<file path="config.mk">
export PLATFORM = sky130hd
export DESIGN_NAME = srv_icache_sa
export DESIGN_NICKNAME = d
export VERILOG_FILES = /design/src/rtl/srv_icache_sa.sv
export SDC_FILE = /design/constraint.sdc
export NUM_CORES = 1
export LEC_CHECK = 0
export ABC_CLOCK_PERIOD_IN_PS = 14900
export BUFFER_PORTS_ARGS = -buffer_cell sky130_fd_sc_hd__buf_4
export CAP_MARGIN = 20
export CORE_ASPECT_RATIO = 2
export CORE_MARGIN = 2
export CORE_UTILIZATION = 55
export CTS_CLUSTER_DIAMETER = 80
export CTS_CLUSTER_SIZE = 25
export DETAILED_ROUTE_END_ITERATION = 10
export PLACE_DENSITY = 0.72
export SETUP_SLACK_MARGIN = 0.05
export SYNTH_ARGS = -nofsm -noshare
export SYNTH_HDL_FRONTEND = slang
export SYNTH_SLANG_ARGS = --single-unit
export TNS_END_PERCENT = 20
</file>
<file path="constraint.sdc">
create_clock -name clk -period 14.9 [get_ports clk]
set_clock_uncertainty 0.1 [all_clocks]
set_input_delay 1.49 -clock clk [delete_from_list [all_inputs] [get_ports clk]]
set_output_delay 1.49 -clock clk [all_outputs]
set_load 0.05 [all_outputs]
</file>
<file path="src/rtl/srv_icache_sa.sv">
// rtl/srv_icache_sa.sv - set-associative L1 instruction cache with PLRU replacement and fence.i flush
//
// Purpose: NSETS x NWAYS instruction cache between the core fetch port and a
// line-refill memory port. A hit answers one cycle after acceptance. A miss
// requests the whole line, writes it into the victim way and answers from the
// returned line. inval_i walks all sets and clears them, one set per cycle.
//
// Ports:
//   clk, rst      clock, synchronous active-high reset
//   imem_req_i    fetch request, taken when im_rdy_o=1
//   imAddr        fetch byte address ([1:0] ignored)
//   im_rdy_o      cache can take a request this cycle
//   imData        fetched instruction, valid with im_drdy
//   im_drdy       one-cycle response strobe
//   ext_addr_o    line-aligned refill address
//   ext_req_o     refill request (level, held until ext_rsp_i)
//   ext_rsp_i     refill line valid (one cycle)
//   ext_data_i    refill line
//   inval_i       invalidate-all pulse
//   inv_busy_o    flush walk in progress
module srv_icache_sa #(
  parameter bit CACHE_EN = 1'b1,
  parameter int NWAYS    = 2,
  parameter int NSETS    = 4,
  parameter int LINE_W   = 128
) (
  input  logic              clk,
  input  logic              rst,
  input  logic              imem_req_i,
  input  logic [31:0]       imAddr,
  output logic              im_rdy_o,
  output logic [31:0]       imData,
  output logic              im_drdy,
  output logic [31:0]       ext_addr_o,
  output logic              ext_req_o,
  input  logic              ext_rsp_i,
  input  logic [LINE_W-1:0] ext_data_i,
  input  logic              inval_i,
  output logic              inv_busy_o
);

  localparam int OFFS_W = $clog2(LINE_W / 8);
  localparam int WI_W   = OFFS_W - 2;
  localparam int LOG2S  = $clog2(NSETS);
  localparam int SI_W   = (LOG2S > 0) ? LOG2S : 1;
  localparam int TAG_W  = 32 - OFFS_W - LOG2S;
  localparam int WAY_W  = (NWAYS > 1) ? $clog2(NWAYS) : 1;

  typedef enum logic [1:0] {IDLE, MISS, FLUSH} state_t;

  state_t state, state_nx;

  logic [LINE_W-1:0] data_q  [NSETS][NWAYS];
  logic [TAG_W-1:0]  tag_q   [NSETS][NWAYS];
  logic [NWAYS-1:0]  valid_q [NSETS];
  logic [NWAYS-1:0]  plru_q  [NSETS];

  logic [31:0]      addr_q;
  logic             inv_pend;
  logic [SI_W-1:0]  flush_cnt;

  logic [SI_W-1:0]  lk_set, rf_set;
  logic [TAG_W-1:0] lk_tag;
  logic             hit, have_victim;
  logic [WAY_W-1:0] hit_way, victim;
  logic             accept, refill;

  // Masking instead of slicing keeps NSETS=1 legal (set index is always 0).
  function automatic logic [SI_W-1:0] set_of(input logic [31:0] a);
    return SI_W'(a >> OFFS_W) & SI_W'(NSETS - 1);
  endfunction

  function automatic logic [31:0] word_of(input logic [LINE_W-1:0] line,
                                          input logic [WI_W-1:0]   wi);
    return line[32*int'(wi) +: 32];
  endfunction

  // MRU-bit PLRU: mark the accessed way; if that would mark every way,
  // restart the history with only the accessed way marked.
  function automatic logic [NWAYS-1:0] plru_touch(input logic [NWAYS-1:0] old,
                                                  input logic [WAY_W-1:0] way);
    logic [NWAYS-1:0] oh, nx;
    oh      = '0;
    oh[way] = 1'b1;
    nx      = old | oh;
    return (&nx) ? oh : nx;
  endfunction

  // Lookup of the incoming address, combinational in the accept cycle.
  always_comb begin
    lk_set  = set_of(imAddr);
    lk_tag  = imAddr[31 -: TAG_W];
    hit     = 1'b0;
    hit_way = '0;
    for (int w = 0; w < NWAYS; w++) begin
      if (!hit && valid_q[lk_set][w] && tag_q[lk_set][w] == lk_tag) begin
        hit     = 1'b1;
        hit_way = WAY_W'(w);
      end
    end
    if (!CACHE_EN) hit = 1'b0;
  end

  // Victim for the line being refilled: first invalid way, else first way
  // whose MRU bit is clear, else way 0 (only reachable with NWAYS=1).
  always_comb begin
    rf_set      = set_of(addr_q);
    victim      = '0;
    have_victim = 1'b0;
    for (int w = 0; w < NWAYS; w++) begin
      if (!have_victim && !valid_q[rf_set][w]) begin
        victim      = WAY_W'(w);
        have_victim = 1'b1;
      end
    end
    for (int w = 0; w < NWAYS; w++) begin
      if (!have_victim && !plru_q[rf_set][w]) begin
        victim      = WAY_W'(w);
        have_victim = 1'b1;
      end
    end
  end

  always_comb begin
    state_nx   = state;
    im_rdy_o   = (state == IDLE) && !inv_pend && !inval_i;
    accept     = imem_req_i && im_rdy_o;
    refill     = (state == MISS) && ext_rsp_i;
    ext_req_o  = (state == MISS);
    inv_busy_o = (state == FLUSH);
    case (state)
      IDLE: begin
        if (inv_pend)           state_nx = FLUSH;
        else if (accept && !hit) state_nx = MISS;
      end
      MISS:    if (ext_rsp_i) state_nx = IDLE;
      FLUSH:   if (flush_cnt == SI_W'(NSETS - 1)) state_nx = IDLE;
      default: state_nx = IDLE;
    endcase
  end

  assign ext_addr_o = {addr_q[31:OFFS_W], {OFFS_W{1'b0}}};

  always_ff @(posedge clk) begin
    if (rst) begin
      state     <= IDLE;
      inv_pend  <= 1'b0;
      flush_cnt <= '0;
      im_drdy   <= 1'b0;
    end else begin
      state   <= state_nx;
      im_drdy <= (accept && hit) || refill;
      // A new pulse wins over the clear, so inval_i during FLUSH queues another walk.
      if (inval_i)                                 inv_pend <= 1'b1;
      else if (state == IDLE && state_nx == FLUSH) inv_pend <= 1'b0;
      flush_cnt <= (state == FLUSH) ? flush_cnt + 1'b1 : '0;
    end
  end

  always_ff @(posedge clk) begin
    if (accept) addr_q <= imAddr;
    if (accept && hit) imData <= word_of(data_q[lk_set][hit_way], imAddr[2 +: WI_W]);
    else if (refill)   imData <= word_of(ext_data_i, addr_q[2 +: WI_W]);
    if (CACHE_EN && refill && !rst) begin
      data_q[rf_set][victim] <= ext_data_i;
      tag_q[rf_set][victim]  <= addr_q[31 -: TAG_W];
    end
  end

  always_ff @(posedge clk) begin
    if (rst) begin
      for (int s = 0; s < NSETS; s++) begin
        valid_q[s] <= '0;
        plru_q[s]  <= '0;
      end
    end else if (state == FLUSH) begin
      valid_q[flush_cnt] <= '0;
      plru_q[flush_cnt]  <= '0;
    end else if (CACHE_EN && refill) begin
      valid_q[rf_set][victim] <= 1'b1;
      plru_q[rf_set]          <= plru_touch(plru_q[rf_set], victim);
    end else if (accept && hit) begin
      plru_q[lk_set] <= plru_touch(plru_q[lk_set], hit_way);
    end
  end

endmodule

</file>
==> impl_metrics.ini, run 1 <==
[clock_network]
cts.sinks = 1318
clockRootBuffer = clkbuf_16
worst_skew_pair.late_latency_ps = 680
clk_pin_slew_worst_paths_ps = 100
cts_resized = 0
cts_setup_buffers = 0
cts_tree = built
ctsHoldBuffers = 0
cts_buffers = 58
h-tree-depth = 2
cts.path.max_buffers = 3

[die]
core-area_sq_um = 93500
io_pins = 233
start_util_pct = 55.2
die_h_microns = 437
num_rows = 159
die_x_microns = 221
dieArea_sq_um = 96500

[critical_path]
reg2reg_from = tag_q[0][1]
crit_path_start = imAddr[5]
crit_path_end_kind = flip-flop
worst-path-max-fanout = 95
criticalPathCategory = in2reg
worstReg2RegEnd = imData[19]
reg2reg_depth = 11
start_kind = primary input
arrival_ps = 7000
r2r_slack_ps = 9870
required_ps = 15190

[power_and_ir_drop]
clkPwrFrac_pct = 28.4
p_comb_share_pct = 5.8
ir_worst_vdd_uv = 117
cellLeakagePower_nw = 17.5
sw_frac_of_total_pct = 20.3
power.internal_mw = 4.97
power.total_mw = 6.23
p_per_area_nw_per_um2 = 111
p_seq_share_pct = 65.8
power.switching_mw = 1.26

[finish]
nets = 2645
instances_no_fill = 3706
syn_to_final_growth_pct = 8.60
seq_area_sq_um = 39500
multi_input_area_sq_um = 11300
postLayoutCoreUtil_pct = 59.9
nFillCells = 6486
final_cell_area_sq_um = 56100
drive_gt1_share_pct = 28.9

[worst_hold_path]
holdPathEnd = flush_cnt[0]
holdPathStages = 1
hp-start = flush_cnt[0]
hold_path.class = reg2reg

[routing]
post-route-drc-count = 0
num_vias = 23655
wl_per_cell_microns = 28.7
top_layer = met5
wl_met1_microns = 42300
routed_wirelength_microns = 106000
via_per_inst = 6.38
wl_met3_microns = 8750
antenna_left = 0
drtIter0Drc = 2526
route.met2.wl_microns = 52800
first_pass_iters = 5

[flow_run]
drv_cap = 0

[logic_synthesis]
ys_seq_area_share_pct = 76.5
synthDistinctLibCells = 52
yosys-top-cells-area = edfxtp_1 76%, mux4_2 16%, mux2i_1 2.0%, nand2_1 0.55%, buf_4 0.48%
yosysMostFrequentCell = edfxtp_1
netlist_instances = 2292
synth-main-ff-cell = edfxtp_1
netlist_area_sq_um = 51600
ys_warn_count = 0
synth_seq_cells = 1318
async_flop_share_pct = 0
yosysTopAreaCellShare_pct = 76.2
synth_edf_count = 1310
synthTopCellsByCount = 1,310 x edfxtp_1, 359 x mux4_2, 101 x mux2i_1
synth_top_area_cell = edfxtp_1
syn_area_per_cell_sq_um = 22.5

[global_route]
grt_first_pass_wirelength_microns = 158000
antenna_found_initial = 17
grt_max_degree = 149
grt_pass1_vias = 24436
overflow = 0
grtUsageTotal_pct = 22.5

[timing]
rsz0062_at_grt = false
finalCritPeriodShare_pct = 45.0
fin_ws_ps = 8190
fmax_mhz = 149
hold_viol = 0
holdWs_ps = 396
setup-violations-final = 0
worst_slew_pin_slew_ps = 1110
max-slew-margin-rel_pct = 26.2
fin_setup_tns_ps = 0
fin_crit_ps = 6710
finalMaxSlewViolations = 0

[place]
dpl.cell_count = 3626
place_congestion = 0.807
placed_area_sq_um = 54500
place_ws_ps = 7450
hpwlAfterDp_microns = 56600
numPortBuffers = 226

[run_status]
outcome = finished, final reports clean
per-layer routing:
metal / GRT usage, % / vias to the layer above
li1: - / 9909
met1: 32.1 / 12650
met2: 36.5 / 927
met3: 3.86 / 145
met4: 5.75 / 24
met5: 0 / -
cell usage in the layout, fill, tap and decap left out, types with 14 or more instances in the layout:
master	n
o21ai_0	36
inv_1	22
nand2_1	74
xor2_1	23
nor2_1	22
mux2_2	15
clkbuf_16	59
xnor2_1	22
mux2i_1	101
buf_4	260
a22oi_1	17
edfxtp_1	1310
mux4_2	359
a21oi_1	15
nand2b_1	14
worst max path at each step:
stage | endpoint | slack, ps | depth (start not counted)
final | imData[19] | 8190 | 13
after global placement | imData[24] | 7470 | 9
after detailed placement | imData[19] | 7450 | 13
after CTS | imData[19] | 8180 | 13
after floorplan | data_q[1][0] | 1130 | 5
after global routing | imData[20] | 7760 | 9
sequential cells by signal, summed over array words and instances (netlist names), named ones only:
signal     count
data_q      1024
tag_q        208
imData        32
addr_q        30
plru_q         8
valid_q        8
flush_cnt      2
state          2
im_drdy        1
inv_pend       1
layout make-up:
type	count	area share, %
Antenna cell	7	0.0313
Multi-Input combinational cell	811	20.2
Tap cell	1207	2.69
Inverter	22	0.147
Clock inverter	2	0.0313
Clock buffer	71	2.71
Timing Repair Buffer	268	3.74
Sequential cell	1318	70.5
power by group through the flow:
stage | combinational, mW | clock [mW] | sequential (mW)
2_1_floorplan | 0.222 | 0 | 4.18
3_3_place_gp | 0.356 | 0 | 4.18
3_5_place_dp | 0.365 | 0 | 4.18
4_1_cts | 0.366 | 1.82 | 4.10
5_1_grt | 0.389 | 1.93 | 4.10
6_report | 0.361 | 1.77 | 4.09
logic make-up after synthesis:
logic type      synth area share [%]
simple gates                    1.41
other cells                  0.00727
mux                             18.0
flops                           76.5
xor+xnor                       0.764
buf+inv                         1.71
compound gates                  1.60
fa+ha+maj                     0.0242
worst max-delay path, stage by stage:
cell and delay (ps):
buf_8 580, buf_4 660, mux4_2 420, xor2_1 170, nor4_2 370, nand4_1 210
or4_1 530, a311oi_4 240, buf_4 600, buf_4 910, mux2_2 420, o211ai_1 170
o21ai_1 100
(Power assumes the default switching activity.)
==> inputs of run 2 (changes only) <==
ABC_CLOCK_PERIOD_IN_PS = 5450   (was 14900)
PLACE_DENSITY = 0.75   (was 0.72)
clock period = 5.45 ns   (was 14.9 ns; I/O delays follow)
==> run 2 against run 1 <==
Compared with the run above:
- hold slack got worse by 370 ps
- cell area grew 3.0%
- first-iteration DRC count increased by 2.9%
- setup slack got worse by 7000 ps
- die area is the same
- register-to-register slack worse by 8600 ps
- clock-buffer cell count decreased by 2
- routed wire length about the same
- sequential power rose to 2.7 times the previous value
- power grew to 2.7 times the previous value
==> impl_metrics.ini, run 2 (synthesis gave the netlist of run 1 again) <==
[timing]
fin_crit_ps = 4240
hold_viol = 0
setup-violations-final = 0
max-slew-margin-rel_pct = 31.7
finalCritPeriodShare_pct = 77.9
worst_slew_pin_slew_ps = 1020
rsz0062_at_grt = false
finalMaxSlewViolations = 0
fmax_mhz = 236

[critical_path]
crit_path_end_kind = flip-flop
crit_path_start = imAddr[4]
criticalPathCategory = in2reg
worst-path-max-fanout = 51
reg2reg_from = tag_q[3][1]
required_ps = 5760
r2r_slack_ps = 1250
start_kind = primary input
worstReg2RegEnd = imData[25]
cp-endpoint = imData[25]
reg2reg_depth = 10
arrival_ps = 4550

[die]
start_util_pct = 55.2
num_rows = 159
core-area_sq_um = 93500
dieArea_sq_um = 96500
die_h_microns = 437
die_x_microns = 221
io_pins = 233

[clock_network]
cts_resized = 0
clockRootBuffer = clkbuf_16
h-tree-depth = 2
worst_skew_pair.late_latency_ps = 680
clk_pin_slew_worst_paths_ps = 100
cts.sinks = 1318
ctsHoldBuffers = 140
cts.path.max_buffers = 3
cts_setup_buffers = 0
cts_buffers = 58
cts_tree = built

[routing]
first_pass_iters = 5
wl_per_cell_microns = 27.6
post-route-drc-count = 0
routed_wirelength_microns = 106000
drtIter0Drc = 2600
num_vias = 24258
via_per_inst = 6.29
antenna_left = 0

[place]
place_congestion = 0.809
numPortBuffers = 226
hpwlAfterDp_microns = 57500
placed_area_sq_um = 54800

[finish]
largest_reg_flops = 1024
drive_gt1_share_pct = 27.8
top_regs = data_q (1024), tag_q (208), imData (32)
largest-register = data_q
syn_to_final_growth_pct = 11.9
final_cell_area_sq_um = 57800
final_common_cell = edfxtp_1
nets = 2797
layout_common_cells = 1,310 x edfxtp_1, 359 x mux4_2, 261 x buf_4, 140 x dlygate4sd3_1, 101 x mux2i_1

[worst_hold_path]
hold_path.class = in2reg

[global_route]
antenna_found_initial = 21
grtUsageTotal_pct = 22.4
overflow = 0
grt_pass1_vias = 25203
grt_max_degree = 130
grt_first_pass_wirelength_microns = 159000

[power_and_ir_drop]
sw_frac_of_total_pct = 20.3
power.switching_mw = 3.47
p_per_area_nw_per_um2 = 296
power.internal_mw = 13.6
p_comb_share_pct = 6.3
clkPwrFrac_pct = 28.2
p_seq_share_pct = 65.5
cellLeakagePower_nw = 18.2
ir_worst_vdd_uv = 350
power.total_mw = 17.1

[run_status]
outcome = finished, final reports clean

[flow_run]
drv_cap = 0
==> run 2: cell types whose count changed in the layout (fill, tap and decap cells not counted), sizes merged <==
| cell | before | now |
|---|---|---|
| clkinv | 1 | 2 |
| inv | 23 | 24 |
| clkinvlp | 0 | 1 |
| clkbuf | 71 | 69 |
| dlygate4sd3 | 0 | 140 |
| buf | 268 | 280 |
==> run 2: final cells by class <==
class | count | area [sq um]
clock inverters | 5 | 70.1
inverters | 22 | 82.6
fillers | 6242 | 35700
well taps | 1207 | 1510
diodes | 7 | 17.5
clock buffers | 69 | 1490
flip-flops and latches | 1318 | 39500
repair buffers | 420 | 3730
multi-input cells | 811 | 11400
==> run 2: critical path, stage by stage <==
cell      delay, ps
buf_8           370
mux4_2          580
xor2_1          170
nor4_2          310
nand4_1         260
or4_1           540
a311oi_4        670
buf_12          310
mux2_2          360
o211ai_1        200
o21ai_1         120
==> run 2: worst min-delay path by stage <==
| stage | startpoint | endpoint | cells past startpoint |
|---|---|---|---|
| after floorplan | flush_cnt[0] | flush_cnt[0] | 1 |
| after global placement | flush_cnt[0] | flush_cnt[0] | 1 |
| after detailed placement | flush_cnt[0] | flush_cnt[0] | 1 |
| after CTS | ext_data_i[70] | data_q[1][70] | 1 |
| after global routing | ext_data_i[102] | data_q[0][230] | 1 |
| final | ext_data_i[9] | data_q[0][137] | 1 |
==> run 2: power by group through the flow <==
| stage | combinational (mW) | clock, mW | sequential (mW) |
|---|---|---|---|
| 2_1_floorplan | 0.608 | 0 | 11.4 |
| 6_report | 1.08 | 4.83 | 11.2 |
| 5_1_grt | 1.16 | 5.24 | 11.2 |
| 3_3_place_gp | 0.974 | 0 | 11.4 |
| 4_1_cts | 1.09 | 4.93 | 11.2 |
| 3_5_place_dp | 0.996 | 0 | 11.4 |
==> run 2: metrics by stage <==
step / std cells / util, % / setup WS [ps] / hold slack, ps / TNS (ps)
after global routing: 3856 / 61.8 / 1040 / 10.9 / 0
after CTS: 3852 / 61.7 / 1200 / 0.529 / 0
after global placement: 3638 / 58.6 / 575 / 362 / 0
final: 3859 / 61.8 / 1210 / 28.2 / 0
after detailed placement: 3638 / 58.6 / 505 / 365 / 0
after floorplan: 2295 / - / -664 / 336 / -509910
==> run 2: per-layer routing <==
layer  vias up  share of wire [%]  track usage [%]  wire length (microns)
met5         -               0.19                0                    207
met4        32                1.8             4.45                   1950
met3       141                8.5             4.24                   9100
met2      1092                 49             36.3                  52500
met1     12792                 40             32.3                  42700
li1      10201                  -                -                      -
